<file path="src/rtl/ram_arb_pkg.sv">
// Shared types and default widths for the two-port RAM arbiter.
package ram_arb_pkg;

    localparam int ADDR_W_DEF = 16;
    localparam int DATA_W_DEF = 32;

    typedef enum logic [1:0] {
        IDLE   = 2'd0,
        ACCESS = 2'd1,
        RESP   = 2'd2
    } state_e;

    typedef enum logic {
        FETCH = 1'b0,
        DATA  = 1'b1
    } owner_e;

endpackage

</file>
<file path="src/rtl/rr_arb2.sv">
// Two-way round-robin pick: a sole requester wins, a tie goes to the port not granted last.
module rr_arb2
    import ram_arb_pkg::*;
(
    input  logic   i_req_if,
    input  logic   i_req_d,
    input  owner_e i_last,
    output owner_e o_winner
);

    always_comb begin
        o_winner = FETCH;
        if (i_req_if && i_req_d) begin
            o_winner = (i_last == FETCH) ? DATA : FETCH;
        end else if (i_req_d) begin
            o_winner = DATA;
        end
    end

endmodule

</file>
<file path="src/rtl/ram_arbiter.sv">
// Shares one synchronous RAM between a fetch port and a data port; one access per
// two cycles (ACCESS presents the address, RESP returns the RAM data).
module ram_arbiter
    import ram_arb_pkg::*;
#(
    parameter int ADDR_W = ADDR_W_DEF,
    parameter int DATA_W = DATA_W_DEF
) (
    input  logic              clk,
    input  logic              rst_n,
    input  logic              if_req,
    input  logic [ADDR_W-1:0] if_addr,
    output logic              if_gnt,
    output logic              if_rvalid,
    output logic [DATA_W-1:0] if_rdata,
    input  logic              d_req,
    input  logic [ADDR_W-1:0] d_addr,
    input  logic [3:0]        d_we,
    input  logic [DATA_W-1:0] d_wdata,
    output logic              d_gnt,
    output logic              d_rvalid,
    output logic [DATA_W-1:0] d_rdata,
    output logic [ADDR_W-1:0] ram_addr,
    output logic              ram_read,
    output logic [3:0]        ram_write,
    output logic [DATA_W-1:0] ram_wdata,
    input  logic [DATA_W-1:0] ram_rdata
);

    state_e            r_state;
    owner_e            r_owner;
    owner_e            r_last;
    logic              r_if_gnt;
    logic              r_if_rvalid;
    logic              r_d_gnt;
    logic              r_d_rvalid;
    logic              r_ram_read;
    logic [3:0]        r_ram_write;
    logic [ADDR_W-1:0] r_ram_addr;
    logic [DATA_W-1:0] r_ram_wdata;

    owner_e            w_winner;
    logic              w_any_req;

    assign w_any_req = if_req | d_req;

    rr_arb2 u_rr_arb2 (
        .i_req_if (if_req),
        .i_req_d  (d_req),
        .i_last   (r_last),
        .o_winner (w_winner)
    );

    // The RAM-side registers double as the capture registers, so later payload
    // changes on the request ports cannot reach an access already in flight.
    always_ff @(posedge clk or negedge rst_n) begin
        if (!rst_n) begin
            r_state     <= IDLE;
            r_owner     <= FETCH;
            r_last      <= FETCH;
            r_if_gnt    <= 1'b0;
            r_if_rvalid <= 1'b0;
            r_d_gnt     <= 1'b0;
            r_d_rvalid  <= 1'b0;
            r_ram_read  <= 1'b0;
            r_ram_write <= 4'b0000;
            r_ram_addr  <= '0;
            r_ram_wdata <= '0;
        end else begin
            r_if_gnt    <= 1'b0;
            r_d_gnt     <= 1'b0;
            r_if_rvalid <= 1'b0;
            r_d_rvalid  <= 1'b0;
            r_ram_read  <= 1'b0;
            r_ram_write <= 4'b0000;
            case (r_state)
                ACCESS: begin
                    r_state     <= RESP;
                    r_if_rvalid <= (r_owner == FETCH);
                    r_d_rvalid  <= (r_owner == DATA);
                end
                default: begin
                    // IDLE and RESP both accept a new winner, giving back-to-back accesses
                    if (w_any_req) begin
                        r_state <= ACCESS;
                        r_owner <= w_winner;
                        r_last  <= w_winner;
                        if (w_winner == DATA) begin
                            r_ram_addr  <= d_addr;
                            r_ram_wdata <= d_wdata;
                            r_ram_write <= d_we;
                            r_ram_read  <= (d_we == 4'b0000);
                            r_d_gnt     <= 1'b1;
                        end else begin
                            r_ram_addr  <= if_addr;
                            r_ram_wdata <= '0;
                            r_ram_read  <= 1'b1;
                            r_if_gnt    <= 1'b1;
                        end
                    end else begin
                        r_state <= IDLE;
                    end
                end
            endcase
        end
    end

    assign if_gnt    = r_if_gnt;
    assign if_rvalid = r_if_rvalid;
    assign d_gnt     = r_d_gnt;
    assign d_rvalid  = r_d_rvalid;
    assign ram_addr  = r_ram_addr;
    assign ram_read  = r_ram_read;
    assign ram_write = r_ram_write;
    assign ram_wdata = r_ram_wdata;
    assign if_rdata  = r_if_rvalid ? ram_rdata : '0;
    assign d_rdata   = r_d_rvalid  ? ram_rdata : '0;

endmodule

</file>
<file path="config.mk">
export PLATFORM = sky130hd
export DESIGN_NAME = ram_arbiter
export DESIGN_NICKNAME = d
export VERILOG_FILES = /design/src/rtl/ram_arb_pkg.sv /design/src/rtl/rr_arb2.sv /design/src/rtl/ram_arbiter.sv
export SDC_FILE = /design/constraint.sdc
export NUM_CORES = 1
export LEC_CHECK = 0
export ABC_AREA = 1
export BUFFER_PORTS_ARGS = -buffer_cell sky130_fd_sc_hd__buf_2
export CAP_MARGIN = 20
export CORE_MARGIN = 5
export CORE_UTILIZATION = 35
export CTS_BUF_LIST = sky130_fd_sc_hd__clkbuf_4
export DETAILED_ROUTE_END_ITERATION = 8
export GPL_ROUTABILITY_DRIVEN = 0
export GPL_TIMING_DRIVEN = 0
export PLACE_DENSITY = 0.8
export SLEW_MARGIN = 15
export SYNTH_ARGS = -nofsm -noshare
export SYNTH_HDL_FRONTEND = slang
export SYNTH_SLANG_ARGS = --single-unit
</file>
<file path="constraint.sdc">
create_clock -name clk -period 1.1 [get_ports clk]
set_input_delay 0.11 -clock clk [delete_from_list [all_inputs] [get_ports clk]]
set_output_delay 0.11 -clock clk [all_outputs]
set_load 0.1 [all_outputs]
</file>
==> results.md <==
* Final Critical Period at 1864 ps
* Syn avg cell area at 7.015 µm²
* Ports at 225
* Layout Cells excl Fill at 890
* Slew HR at 47.39%
* Final WL at 24.87 mm
* Final worst path period share at 169.4%
* Final ANT Viol Nets at 0
* Design area at 8125 µm²
* Delay-heaviest family, CP: flip-flops
* Number of CTS-inserted buffers at 9
* XOR/XNOR share of the synthesized area at 0%
* Vias in the first global route at 4645
* Largest net degree at the start of global routing at 61
* Top Layer Used: met5
* Synth area leader: dfrtp_1
* Maximum clock insertion buffer count at 2
* Drt pass-1 iters at 6
* HP Class: in -> reg
* Final Slew Violations at 0
* Post-Synth Adder-Cell Area at 0%
* Setup crit start kind: flip-flop
* Chip width at 102.8 µm
* Crit-path max cell delay at 580 ps
* Share of cells above drive strength 1 at 78.98%
* # rows at 33
* Critical path class: reg -> out
* Placed Cells at 758
* Data arrival time of the worst path at 1750 ps
* Simple-gate area share of the yosys netlist at 36.42%
* Post-synthesis mux area share at 0%
* Number of port buffers at 223
* Clock latency on the worst-skew pair at 420 ps
* Syn Nets at 534
* Worst-Margin Slew at 789.1 ps
* DIE AREA at 10580 µm²
* FF+latch count, synth at 60
* Post-Syn Area at 3017 µm²
* Met3 WL post-DR at 3.276 mm
* Worst Path Max Fanout at 7
* Reg clk slew, reported paths at 130 ps
* Global Route Usage Sum at 29.99%
* Largest family of logic cells by synthesized area: simple AND/OR/NAND/NOR gates
* Slowest CP cell: dfrtp_4
* Core ar. at 8299 µm²
* Vias per cell at 5.763
* Final hold violations at 0
* Die Ht at 102.8 µm
* YS warnings at 0
* Synth Area in Compound Gates at 0.4148%
* Metal-1 WL at 7.611 mm
* Cells after Synth at 430
* WL/cell at 27.94 µm
* Global-route wire length before repair at 24.20 mm
* FILL cells at 99
* Data required, critical path at 990 ps
* Root Driver: clkbuf_4
* Diode count at 0
* Status: finished with violations
* CP Cell Sequence: buf_8 -> nand2_1 -> clkinvlp_4 -> buf_6
* Clock tree sinks at 60
* WP buf/inv at 3
* Area occupied by multi-input gates at 1764 µm²
* Detailed-route via count at 5129
* Post-synthesis sequential area ratio at 49.77%
* DR DRC count at 0
* Setup ws final at -763.6 ps
* FF+latch area at 1570 µm²
* Commonest non-fill, non-tap cell in the layout: nand2_2
* RSZ-0062 raised after global routing: true
* Netlist cell types at 15
* DP Worst Slack at -240.0 ps
* Clock skew at 17.03 ps
* DRT iter0 DRCs at 490
* Dpl hpwl at 8.049 mm
* Htree depth at 3
* # setup viols final at 178
* Initial antenna violation count at 1
* CTS tree: built
* Initial core utilization at 36.35%
* Yosys top cell area share at 49.77%
* Fmax at 536.6 MHz
* Setup TNS at -55590 ps
* Area grow syn2layout at 169.3%
* CP endpoint kind: output port
* Commonest cells after routing, fill and taps aside: 121 x nand2_2, 102 x buf_2, 86 x nand2_1
* Routed wl met2 at 11.52 mm
* # Max-Cap Violations at 0
* GRT overflow at 0
* Failing checks: negative setup slack
* Top post-synthesis cells by area: dfrtp_1 50%, nand2_1 31%, inv_1 8.5%, nand3_1 2.7%, buf_6 2.6%
* Final nets at 884
* Placed cell area at 4755 µm²
-- path summary, 6_finish.rpt --
kind                                          startpoint                   endpoint  slack, ps  depth (start not counted)
worst min-delay path                         if_addr[13]   ram_addr[13]$_DFFE_PN0P_         40                          5
min in group asynchronous                          rst_n  ram_wdata[25]$_DFFE_PN0P_        310                          2
worst max register to register      r_state[0]$_DFF_PN0_    ram_addr[4]$_DFFE_PN0P_       -390                          8
worst min register to register  ram_wdata[5]$_DFFE_PN0P_   ram_wdata[5]$_DFFE_PN0P_        560                          2
max in group asynchronous                          rst_n        if_rvalid$_DFF_PN0_        200                          2
worst max-delay path                  d_rvalid$_DFF_PN0_                 d_rdata[8]       -760                          4
-- repair_timing --
action,in CTS,in global routing
hold buffers,46,0
gates cloned,7,3
setup buffers,29,36
setup endpoints to repair,177,178
resized for setup,430,210
endpoints found under the hold margin,105,0
pin swaps,34,32
-- state kept, by name, summed over array words and instances (netlist names) --
register	cells
d_gnt	1
d_rvalid	1
if_gnt	1
if_rvalid	1
r_last	1
r_state	2
ram_addr	16
ram_read	1
ram_wdata	32
ram_write	4
-- metrics by stage --
step                hold WS, ps  utilization (%)
finish                    43.11            97.90
global route              53.68            97.90
CTS                       1.955            84.98
detailed placement        228.1            57.29
global placement          308.7            57.26
floorplan                -185.6                -
-- logic make-up (layout without fill, tap and decap cells) --
kind of cell / Yosys count / after routing
buf+inv: 91 / 446
simple gates: 277 / 277
flops: 60 / 60
compound gates: 2 / 2
-- tightest hold or removal path, delay by kind of cell --
kind	cells	cell delay (ps)
simple gates	4	240
buf+inv	1	90
-- synthesized netlist by cell type, drive strengths merged --
cell type  count
dfrtp         60
a21oi          1
o21bai         1
clkbuf         6
nand2        248
buf           15
inv           70
nand3         16
nor2          13
-- layout make-up --
class | count | area share (%)
clock buffers | 10 | 0.9239
flip-flops and latches | 60 | 19.33
well taps | 105 | 1.617
repair buffers | 341 | 45.63
clock inverters | 6 | 0.6775
multi-input cells | 279 | 21.71
plain buffers | 19 | 3.711
inverters | 70 | 6.406
-- layer usage --
layer	vias up	GRT usage, %
met3	235	8.863
met5	-	0
met2	607	54.72
li1	1938	-
met4	2	12.25
met1	2347	32.32
Power is not shown: default switching activity piles up to over one toggle a cycle in this logic, so the estimate is an artifact.
